**src/rtl/u_adder_chk_pkg.sv**
```systemverilog
// Shared types and width helpers for the exhaustive adder checker.
package u_adder_chk_pkg;

    typedef enum logic [1:0] {
        ST_IDLE = 2'd0,
        ST_RUN  = 2'd1,
        ST_DONE = 2'd2
    } chk_state_t;

    function automatic int res_width(input int n);
        return n + 32'sd1;
    endfunction

    function automatic int vec_width(input int n);
        return 32'sd2 * n;
    endfunction

    function automatic int cnt_width(input int n);
        return (32'sd2 * n) + 32'sd1;
    endfunction

    function automatic logic [63:0] vec_total(input int n);
        return 64'd1 << (32'sd2 * n);
    endfunction

endpackage

```
**src/rtl/u_adder_chk_vec_gen.sv**
```systemverilog
// Operand sequencer: walks all 2^(2N) {b,a} vectors, holding each for
// SETTLE_CYCLES cycles and flagging the edge on which the result is sampled.
module u_adder_chk_vec_gen
    import u_adder_chk_pkg::*;
#(
    parameter int N             = 3,
    parameter int SETTLE_CYCLES = 1
) (
    input  logic         clk,
    input  logic         rst_n,
    input  logic         load,
    input  logic         en,
    input  logic         hold,
    output logic [N-1:0] dut_a,
    output logic [N-1:0] dut_b,
    output logic         sample,
    output logic         last
);

    localparam int VW = vec_width(N);
    localparam int SW = $clog2(SETTLE_CYCLES + 1);
    localparam logic [SW-1:0] SETTLE_LAST = SW'(SETTLE_CYCLES - 1);
    localparam logic [SW-1:0] SETTLE_ONE  = {{(SW-1){1'b0}}, 1'b1};
    localparam logic [VW-1:0] VC_ONE      = {{(VW-1){1'b0}}, 1'b1};

    logic [VW-1:0] vc_r;
    logic [SW-1:0] settle_r;

    assign sample = en && (settle_r == SETTLE_LAST);
    assign last   = &vc_r;
    assign dut_a  = vc_r[N-1:0];
    assign dut_b  = vc_r[VW-1:N];

    // Vector and settle counters; the sampling edge also loads the next vector
    // unless this is the last one or the caller asks to freeze on it.
    always_ff @(posedge clk or negedge rst_n) begin
        if (!rst_n) begin
            vc_r     <= {VW{1'b0}};
            settle_r <= {SW{1'b0}};
        end else if (load) begin
            vc_r     <= {VW{1'b0}};
            settle_r <= {SW{1'b0}};
        end else if (sample) begin
            settle_r <= {SW{1'b0}};
            if (!last && !hold) begin
                vc_r <= vc_r + VC_ONE;
            end else begin
                vc_r <= vc_r;
            end
        end else if (en) begin
            settle_r <= settle_r + SETTLE_ONE;
            vc_r     <= vc_r;
        end else begin
            settle_r <= settle_r;
            vc_r     <= vc_r;
        end
    end

endmodule

```
**config.mk**
```make
export PLATFORM = sky130hd
export DESIGN_NAME = u_adder_chk_vec_gen
export DESIGN_NICKNAME = d
export VERILOG_FILES = /design/src/rtl/u_adder_chk_pkg.sv /design/src/rtl/u_adder_chk_vec_gen.sv
export SDC_FILE = /design/constraint.sdc
export NUM_CORES = 1
export LEC_CHECK = 0
export BUFFER_PORTS_ARGS = -buffer_cell sky130_fd_sc_hd__buf_2
export CAP_MARGIN = 20
export CORE_AREA = 3 3 40 42
export DETAILED_ROUTE_END_ITERATION = 8
export DIE_AREA = 0 0 43 45
export HOLD_SLACK_MARGIN = 0.12
export MAX_ROUTING_LAYER = met4
export PLACE_DENSITY = 0.61
export SYNTH_ARGS = -nofsm -noshare
export SYNTH_HDL_FRONTEND = slang
export SYNTH_SLANG_ARGS = --single-unit
```
**constraint.sdc**
```tcl
create_clock -name clk -period 2.62 [get_ports clk]
set_input_delay 0.262 -clock clk [delete_from_list [all_inputs] [get_ports clk]]
set_output_delay 0.262 -clock clk [all_outputs]
set_load 0.005 [all_outputs]
```
==> metrics.yaml, run 1 <==
status:
  status: "finished clean"
placed_design:
  dp_hpwl_um: 660
  port_buffers: 12
  gp_congestion: 0.673
  place_ws_ns: 1.12
yosys:
  seq_area_frac_synth: 0.479
  ys_warn_count: 0
  synth_cell_types: 19
  ys_ff_latch: 7
  synth.avg_cell_area_um2: 11.1
  syn_inst: 33
  synth_area_um2: 365
  synthesis.nets: 39
worst_setup_path:
  crit_type: "reg2out"
  path_cells: "ha_1 > nand3_1 > nor2_1 > buf_2"
  start_kind: "flip-flop"
  slowest_delay_ns: 0.38
  rrSetupSlack_ns: 1.11
  arrival_ns: 1.30
  cpLargestDelayFamily: "flip-flops"
  required_ns: 2.36
  cp_max_fo: 4
  end_kind: "output port"
  slowest_stage: "dfrtp_1"
  path_buf_inv: 1
timing:
  relSlewSlack: 0.757
  clock.fmax_mhz: 641
  rsz0062_at_grt: "false"
  fin_crit_ns: 1.56
  hold_viol: 0
  drv_slew: 0
  finalSetupTns_ns: 0
  worstMarginPinSlew_ns: 0.360
  finalSetupViolations: 0
  setup_ws_ns: 1.06
  clock_skew_ns: 0.00392
  post-route-period-util: 0.596
power:
  p_per_area_mw_per_mm2: 474
  p_clk_frac: 0.418
  p_sw_uw: 50.0
  p_leak_uw: 0.000246
  intPower_uw: 178
  ir_worst_vdd_v: 0.000304
  pwr-share-comb: 0.089
  switching_share: 0.220
  pwr-share-seq: 0.493
finish:
  area_growth_syn_to_layout_pct: 31.5
  n_antenna_cell: 0
  final_cell_mix: "buf_2 (12), dfrtp_1 (7), nor2_1 (4)"
  layout_commonest_cell: "buf_2"
  nets: 57
  final_util: 0.374
  drive_gt1_frac: 0.400
route:
  dr_total_vias: 301
  post_drt_wl_per_cell_um: 12.5
  first_pass_iters: 3
  drc_errors: 0
  drtIter0Drc: 1
  wirelength_um: 813
  drtAntennaViolNets: 0
  via_per_inst: 4.63
clock_network:
  numCtsBuffers: 3
  root_buffer: "clkbuf_4"
  postCtsSetupBuffers: 0
  cts_resized: 0
  cts.sinks: 7
  clock_latency_ns: 0.25
  tritoncts: "yes"
  path_clk_slew_ns: 0.05
  cts_buffer_depth: 2
  cts.hold.buffers_added: 1
  cts-htree-levels: 1
die:
  die_height_um: 45
  pin_count: 13
  dieArea_mm2: 0.00194
  core_mm2: 0.00128
  start_util: 0.284
  die_w_um: 43
  rows: 13
global_route:
  grt_usage: 0.107
  grt_pass1_wl_um: 1390
  antenna_found_initial: 0
  grt_pass1_vias: 304
  grt_max_degree: 8
  gr-total-overflow: 0
hold_path:
  hold_class: "in2reg"
flow_run:
  cap_violations: 0
[kinds of logic (layout without fill, tap and decap cells)]
group	Yosys count	in the layout	share of synthesized area
and+or+nand+nor	16	16	0.298
DFF	7	7	0.479
AOI/OAI and AO/OA	6	6	0.113
xor gates and xnor gates	2	2	0.0480
adders and majority gates	1	1	0.0342
muxes	1	1	0.0274
buffers and inverters	0	17	0
[final timing paths]
check	startpoint	end	cells past startpoint
setup reg to reg	vc_r[0]	vc_r[1]	5
hold reg to reg	vc_r[1]	vc_r[1]	2
min in group asynchronous	rst_n	vc_r[2]	2
setup / recovery	vc_r[0]	last	4
max in group asynchronous	rst_n	vc_r[3]	2
hold / removal	en	settle_r	2
[stage by stage]
stage | cell area (um2) | hold WS (ns) | cells | power (uW)
finish | 480 | 0.205 | 65 | 228
global route | 480 | 0.203 | 65 | 246
CTS | 480 | 0.198 | 65 | 235
detailed placement | 444 | 0.109 | 60 | 134
global placement | 444 | 0.108 | 60 | 133
floorplan | 365 | -0.0336 | 33 | 122
[power groups by stage]
stage          clock [uW]  combinational, uW  sequential (uW)
2_1_floorplan           0               7.81              114
3_3_place_gp            0               19.4              114
3_5_place_dp            0               19.8              114
4_1_cts               102               21.0              112
5_1_grt               110               23.5              112
6_report             95.2               20.4              112
[routing by layer]
| metal | vias up | track usage | part of all wire |
|---|---|---|---|
| li1 | 156 | - | - |
| met1 | 138 | 0.108 | 0.43 |
| met4 | 0 | 0.0361 | 0 |
| met3 | 0 | 0.0637 | 0.066 |
| met2 | 7 | 0.174 | 0.50 |
| met5 | - | - | 0 |
[cell usage after synthesis]
master | n | share of area
ha_1 | 1 | 0.034
nor3b_4 | 1 | 0.051
xor2_1 | 2 | 0.048
nor3_1 | 2 | 0.027
and4b_2 | 1 | 0.031
or3_1 | 1 | 0.017
and4bb_2 | 1 | 0.034
nor2_1 | 4 | 0.041
and3_1 | 1 | 0.017
o21ai_0 | 2 | 0.027
mux2i_1 | 1 | 0.027
and2b_2 | 1 | 0.024
nand3_1 | 1 | 0.014
o211ai_2 | 1 | 0.034
nand2_1 | 2 | 0.021
dfrtp_1 | 7 | 0.48
nor3b_1 | 1 | 0.021
a21oi_1 | 2 | 0.027
a41oi_1 | 1 | 0.024
[cell type report]
class | count | area [um2]
fillers | 131 | 805
repair buffers | 13 | 70.1
clock buffers | 4 | 26.3
well taps | 15 | 18.8
flip-flops and latches | 7 | 175
multi-input cells | 26 | 190
[state kept, by name, summed over array words and instances (netlist names)]
name      count
settle_r      1
vc_r          6
(Power assumes the default switching activity.)
==> inputs of run 2 (changes only) <==
--- a/config.mk
+++ b/config.mk
@@ -12,7 +12,7 @@
 export DIE_AREA = 0 0 43 45
 export HOLD_SLACK_MARGIN = 0.12
 export MAX_ROUTING_LAYER = met4
-export PLACE_DENSITY = 0.61
+export PLACE_DENSITY = 0.63
 export SYNTH_ARGS = -nofsm -noshare
 export SYNTH_HDL_FRONTEND = slang
 export SYNTH_SLANG_ARGS = --single-unit
==> constraint.sdc (replaced) <==
create_clock -name clk -period 1.4 [get_ports clk]
set_input_delay 0.14 -clock clk [delete_from_list [all_inputs] [get_ports clk]]
set_output_delay 0.14 -clock clk [all_outputs]
set_load 0.005 [all_outputs]
==> run 2 against run 1 <==
  * Sequential share of layout area is 7.2 points lower
  * Design area is 25% higher
  * Non-clock buffer count is 9 higher
  * Worst setup slack worse by 1.0 ns
  * Final cell count is 14% higher
  * Critical endpoint unchanged
==> metrics.yaml, run 2 (synthesis results as in run 1) <==
status:
  status: "finished clean"
worst_setup_path:
  end_kind: "output port"
  timing.rr.end: "vc_r[1]"
  cp_max_fo: 4  # unchanged
  required_ns: 1.26  # -1.10 ns
  arrival_ns: 1.21  # -0.09 ns
  path_buf_inv: 1  # unchanged
  start_kind: "flip-flop"
  regToRegStartpoint: "vc_r[1]"
  rrSetupSlack_ns: 0.06  # -1.05 ns
  slowest_stage: "dfrtp_1"
  cpLargestDelayFamily: "flip-flops"
  critical_path_depth: 4  # unchanged
  crit_type: "reg2out"
  path_cells: "ha_4 > nand3_4 > nor2_2 > buf_2"
  reg2reg_depth: 6  # +1
  slowest_delay_ns: 0.41  # +0.03 ns
timing:
  post-route-period-util: 0.962
  clock.fmax_mhz: 743
  relSlewSlack: 0.842  # +0.0847
  clock_skew_ns: 0.00634  # +0.00242 ns
  rsz0062_at_grt: "true"
  worstMarginPinSlew_ns: 0.237  # -0.123 ns
  finalSetupTns_ns: 0  # unchanged
  fin_hold_ws_ns: 0.132  # -0.0737 ns
  finalSetupViolations: 0  # unchanged
  fin_crit_ns: 1.35
  hold_viol: 0  # unchanged
  drv_slew: 0  # unchanged
placed_design:
  dp_hpwl_um: 695  # +5.3%
  port_buffers: 12  # unchanged
  placedCellCount: 65  # +8.3%
  gp_congestion: 0.731  # +8.5%
  postPlaceCellArea_um2: 489  # +10%
power:
  ir_worst_vdd_v: 0.000357  # +18%
  p_leak_uw: 0.000290  # +18%
  p_per_area_mw_per_mm2: 768  # +62%
global_route:
  grt_max_degree: 8  # unchanged
  gr-total-overflow: 0  # unchanged
  grt_pass1_vias: 331  # +8.9%
  grt_usage: 0.104  # -0.00250
  antenna_found_initial: 0  # unchanged
  grt_pass1_wl_um: 1410  # +1.0%
route:
  first_pass_iters: 4  # +1
  dr_total_vias: 348  # +16%
  post_drt_wl_per_cell_um: 12.6  # +1.0%
  wirelength_um: 935  # +15%
  via_per_inst: 4.70  # +1.6%
  drtAntennaViolNets: 0  # unchanged
  drtIter0Drc: 6  # +5
  drc_errors: 0  # unchanged
die:
  start_util: 0.284  # unchanged
  die_height_um: 45  # unchanged
  pin_count: 13  # unchanged
  dieArea_mm2: 0.00194  # unchanged
  rows: 13  # unchanged
  die_w_um: 43  # unchanged
  core_mm2: 0.00128  # unchanged
finish:
  multi_input_area_um2: 235  # +24%
  n_fill_cell: 130  # -0.76%
  area_growth_syn_to_layout_pct: 64.0
  layout.cells.non_filler: 74  # +14%
  regMostFlops: "vc_r"
  layout_commonest_cell: "buf_2"
  final_util: 0.466  # +0.0925
  n_antenna_cell: 0  # unchanged
  nets: 66  # +16%
  fin_area_um2: 599  # +25%
  final_cell_mix: "buf_2 (12), buf_4 (7), dfrtp_1 (7)"
  drive_gt1_frac: 0.593  # +0.193
  reg.largest.list: "vc_r x6, settle_r x1"
  regArea_um2: 175  # unchanged
  largest_register_ffs: 6  # unchanged
hold_path:
  min_path_cells: 2  # unchanged
  hold_class: "in2reg"
  hold_end: "vc_r[5]"
  hp-start: "load"
clock_network:
  root_buffer: "clkbuf_4"
  cts_buffer_depth: 2  # unchanged
  cts-htree-levels: 1  # unchanged
  cts.sinks: 7  # unchanged
  path_clk_slew_ns: 0.06  # about the same
  numCtsBuffers: 3  # unchanged
  clock_latency_ns: 0.26  # about the same
  tritoncts: "yes"
flow_run:
  cap_violations: 0  # unchanged
==> run 2: changes by cell type in the layout (fill, tap and decap cells not counted), sizes merged <==
cell         change
buf              +8
dlygate4sd3      +1
==> run 2: timing repair <==
action                     in CTS  in global routing
pin swaps                       0                  5
hold buffers                    2                  0
hold endpoints to repair        8                  0
gates resized for setup         1                  9
setup endpoints to repair       1                  5
setup buffers                   0                  3
==> run 2: metal layers <==
layer	wire, um	GRT usage	up-vias
met5	0	-	-
li1	-	-	174
met1	434	0.108	164
met4	9	0.0361	0
met2	453	0.165	8
met3	38	0.0637	2
==> run 2: worst max path at each step <==
stage             from      end  slack (ns)
2_1_floorplan  vc_r[0]  vc_r[1]        0.02
3_5_place_dp   vc_r[1]  vc_r[1]      -0.005
4_1_cts        vc_r[1]  vc_r[5]       0.008
6_report       vc_r[1]     last        0.05
3_3_place_gp   vc_r[1]  vc_r[1]        0.04
5_1_grt        vc_r[1]  vc_r[1]       -0.02
==> run 2: worst register-to-register path, delay by kind of cell (launching register included) <==
family | cells | cell delay [ns]
adders and majority gates | 1 | 0.18
muxes | 1 | 0.17
AOI/OAI and AO/OA | 1 | 0.17
DFF | 1 | 0.41
buffers and inverters | 1 | 0.14
and+or+nand+nor | 2 | 0.15
==> run 2: area by class of cell <==
cell class / instances / share of cell area
clock buffers: 4 / 0.0438
repair buffers: 22 / 0.240
well taps: 15 / 0.0313
multi-input cells: 26 / 0.392
flip-flops and latches: 7 / 0.292
==> run 2: per-stage QoR <==
| step | worst slack, ns | total power (uW) |
|---|---|---|
| after floorplan | 0.0216 | 229 |
| after global placement | 0.0419 | 259 |
| after detailed placement | -0.00493 | 260 |
| after CTS | 0.00765 | 454 |
| after global routing | -0.0196 | 482 |
| final | 0.0532 | 460 |
==> run 2: power breakdown <==
part	internal (uW)	switching [uW]	total (uW)
registers	206	4.00	210
logic	33.5	25.6	59.1
clock network	109	81.9	191
==> inputs of run 3 (changes only) <==
--- a/config.mk
+++ b/config.mk
@@ -8,6 +8,7 @@
 export BUFFER_PORTS_ARGS = -buffer_cell sky130_fd_sc_hd__buf_2
 export CAP_MARGIN = 20
 export CORE_AREA = 3 3 40 42
+export CTS_BUF_LIST = sky130_fd_sc_hd__clkbuf_2 sky130_fd_sc_hd__clkbuf_4 sky130_fd_sc_hd__clkbuf_8
 export DETAILED_ROUTE_END_ITERATION = 8
 export DIE_AREA = 0 0 43 45
 export HOLD_SLACK_MARGIN = 0.12
==> run 3 against run 2 <==
  * Clock skew shrank 0.00098 ns
  * Sequential power is essentially flat
  * Via count grew 2.9%
  * Clock power grew 10%
  * Flip-flop and latch count is the same
  * Clock-buffer cell count is the same
  * Sequential share of layout area shrank 0.18 points
  * Maximum frequency shrank 0.27%
  * Critical path type is now reg2reg
  * Critical endpoint is now vc_r[5]
==> metrics.yaml, run 3 (synthesis results as in run 1) <==
route:
  wl_met2_um: 453  # unchanged
  drtAntennaViolNets: 0  # unchanged
  post_drt_wl_per_cell_um: 12.9  # +2.0%
  highest_layer: "met4"
  via_per_inst: 4.84  # +2.9%
  dr_total_vias: 358  # +2.9%
  first_pass_iters: 4  # unchanged
  drc_errors: 0  # unchanged
  wirelength_um: 954  # +2.0%
  wl_met1_um: 429  # -1.2%
  wl_met3_um: 57  # +50%
  drtIter0Drc: 10  # +4
clock_network:
  clock_latency_ns: 0.26  # about the same
  path_clk_slew_ns: 0.06  # about the same
  numCtsBuffers: 3  # unchanged
  root_buffer: "clkbuf_4"
  tritoncts: "yes"
  cts-htree-levels: 1  # unchanged
  cts_buffer_depth: 2  # unchanged
  cts.sinks: 7  # unchanged
power:
  switching_share: 0.233  # -0.00880
  p_per_area_mw_per_mm2: 796  # +3.7%
  pwr-share-comb: 0.123  # -0.005
  pwr-share-seq: 0.437  # -0.019
  p_clk_frac: 0.440  # +0.025
  p_sw_uw: 112  # +0.54%
  ir_worst_vdd_v: 0.000364  # +1.8%
  intPower_uw: 368  # +5.5%
  p_leak_uw: 0.000293  # +1.2%
die:
  rows: 13  # unchanged
  die_height_um: 45  # unchanged
  die_w_um: 43  # unchanged
  core_mm2: 0.00128  # unchanged
  start_util: 0.284  # unchanged
  dieArea_mm2: 0.00194  # unchanged
  pin_count: 13  # unchanged
worst_setup_path:
  crit_type: "reg2reg"
  slowest_stage: "dfrtp_1"
  path_cells: "ha_4 > nand3_4 > o211ai_2 > or3_4 > a21oi_2"
  cp_max_fo: 4  # unchanged
  arrival_ns: 1.54  # +0.33 ns
  required_ns: 1.59  # +0.33 ns
  path_buf_inv: 0  # -1
  slowest_delay_ns: 0.42  # about the same
  end_kind: "flip-flop"
  cpLargestDelayFamily: "simple AND/OR/NAND/NOR gates"
  start_kind: "flip-flop"
placed_design:
  postPlaceCellArea_um2: 489  # unchanged
  dp_hpwl_um: 695  # unchanged
  port_buffers: 12  # unchanged
  place_ws_ns: -0.00493  # unchanged
  gp_congestion: 0.731  # unchanged
timing:
  rsz0062_at_grt: "true"
  worstMarginPinSlew_ns: 0.237  # +0.0000670 ns
  clock.fmax_mhz: 741  # -0.27%
  drv_slew: 0  # unchanged
  hold_viol: 0  # unchanged
  relSlewSlack: 0.842  # about the same
  clock_skew_ns: 0.00537  # -0.000976 ns
  post-route-period-util: 0.965  # +0.00259
  fin_crit_ns: 1.35  # +0.00363 ns
  fin_hold_ws_ns: 0.135  # +0.00332 ns
  finalSetupViolations: 0  # unchanged
  setup_ws_ns: 0.0496  # -0.00363 ns
finish:
  area_growth_syn_to_layout_pct: 65.1
  reg.largest.list: "vc_r x6, settle_r x1"
  regMostFlops: "vc_r"
  drive_gt1_frac: 0.610  # +0.0169
  nets: 66  # unchanged
  layout_commonest_cell: "buf_2"
  fin_area_um2: 603  # +0.63%
  n_antenna_cell: 0  # unchanged
  final_cell_mix: "buf_2 (12), buf_4 (7), dfrtp_1 (7)"
  largest_register_ffs: 6  # unchanged
global_route:
  grt_pass1_wl_um: 1410  # unchanged
  gr-total-overflow: 0  # unchanged
  grt_usage: 0.104  # unchanged
  grt_max_degree: 8  # unchanged
  antenna_found_initial: 0  # unchanged
  grt_pass1_vias: 331  # unchanged
flow_run:
  cap_violations: 0  # unchanged
status:
  status: "finished clean"
hold_path:
  hold_class: "in2reg"
-- run 3: cell counts in the layout (fill, tap and decap cells not counted) --
Identical to the previous run, type by type.
-- run 3: power groups by stage --
stage / sequential (uW) / clock, uW / combinational, uW
6_report: 210 / 211 / 58.9
3_3_place_gp: 212 / 0 / 47.6
3_5_place_dp: 212 / 0 / 47.8
4_1_cts: 208 / 213 / 52.6
2_1_floorplan: 214 / 0 / 14.9
5_1_grt: 210 / 225 / 66.2
-- run 3: stage by stage --
stage          power [uW]  std cells  setup TNS (ns)  utilization
6_report              480         74               0        0.469
5_1_grt               501         74         -0.0387        0.469
4_1_cts               474         71               0        0.420
3_5_place_dp          260         65        -0.00493        0.381
3_3_place_gp          259         65               0        0.381
2_1_floorplan         229         33               0            -
-- run 3: cell type report --
class / instances / area, um2
clock buffers: 4 / 30.0
fillers: 129 / 682
multi-input cells: 26 / 235
flip-flops and latches: 7 / 175
well taps: 15 / 18.8
repair buffers: 22 / 144
-- run 3: what timing repair did --
item / CTS / global route
endpoints found under the hold margin: 8 / 0
pin swaps: 0 / 5
gates cloned: 0 / 0
buffers inserted: 0 / 3
hold buffers: 2 / 0
setup endpoints to repair: 1 / 5
gates resized for setup: 1 / 9
-- run 3: metal layers --
layer / track usage / vias up
met2: 0.165 / 10
met3: 0.0637 / 3
met5: - / -
met1: 0.108 / 171
met4: 0.0361 / 0
li1: - / 174
-- run 3: final timing paths --
| path | start | to | slack [ns] | cells after the start |
|---|---|---|---|---|
| worst min register to register | settle_r | settle_r | 0.59 | 1 |
| worst max register to register | vc_r[1] | vc_r[5] | 0.05 | 5 |
| worst min-delay path | load | vc_r[5] | 0.13 | 2 |
| min in group asynchronous | rst_n | vc_r[3] | 0.24 | 2 |
| worst max-delay path | vc_r[1] | vc_r[5] | 0.05 | 5 |
| max in group asynchronous | rst_n | vc_r[1] | 1.00 | 2 |
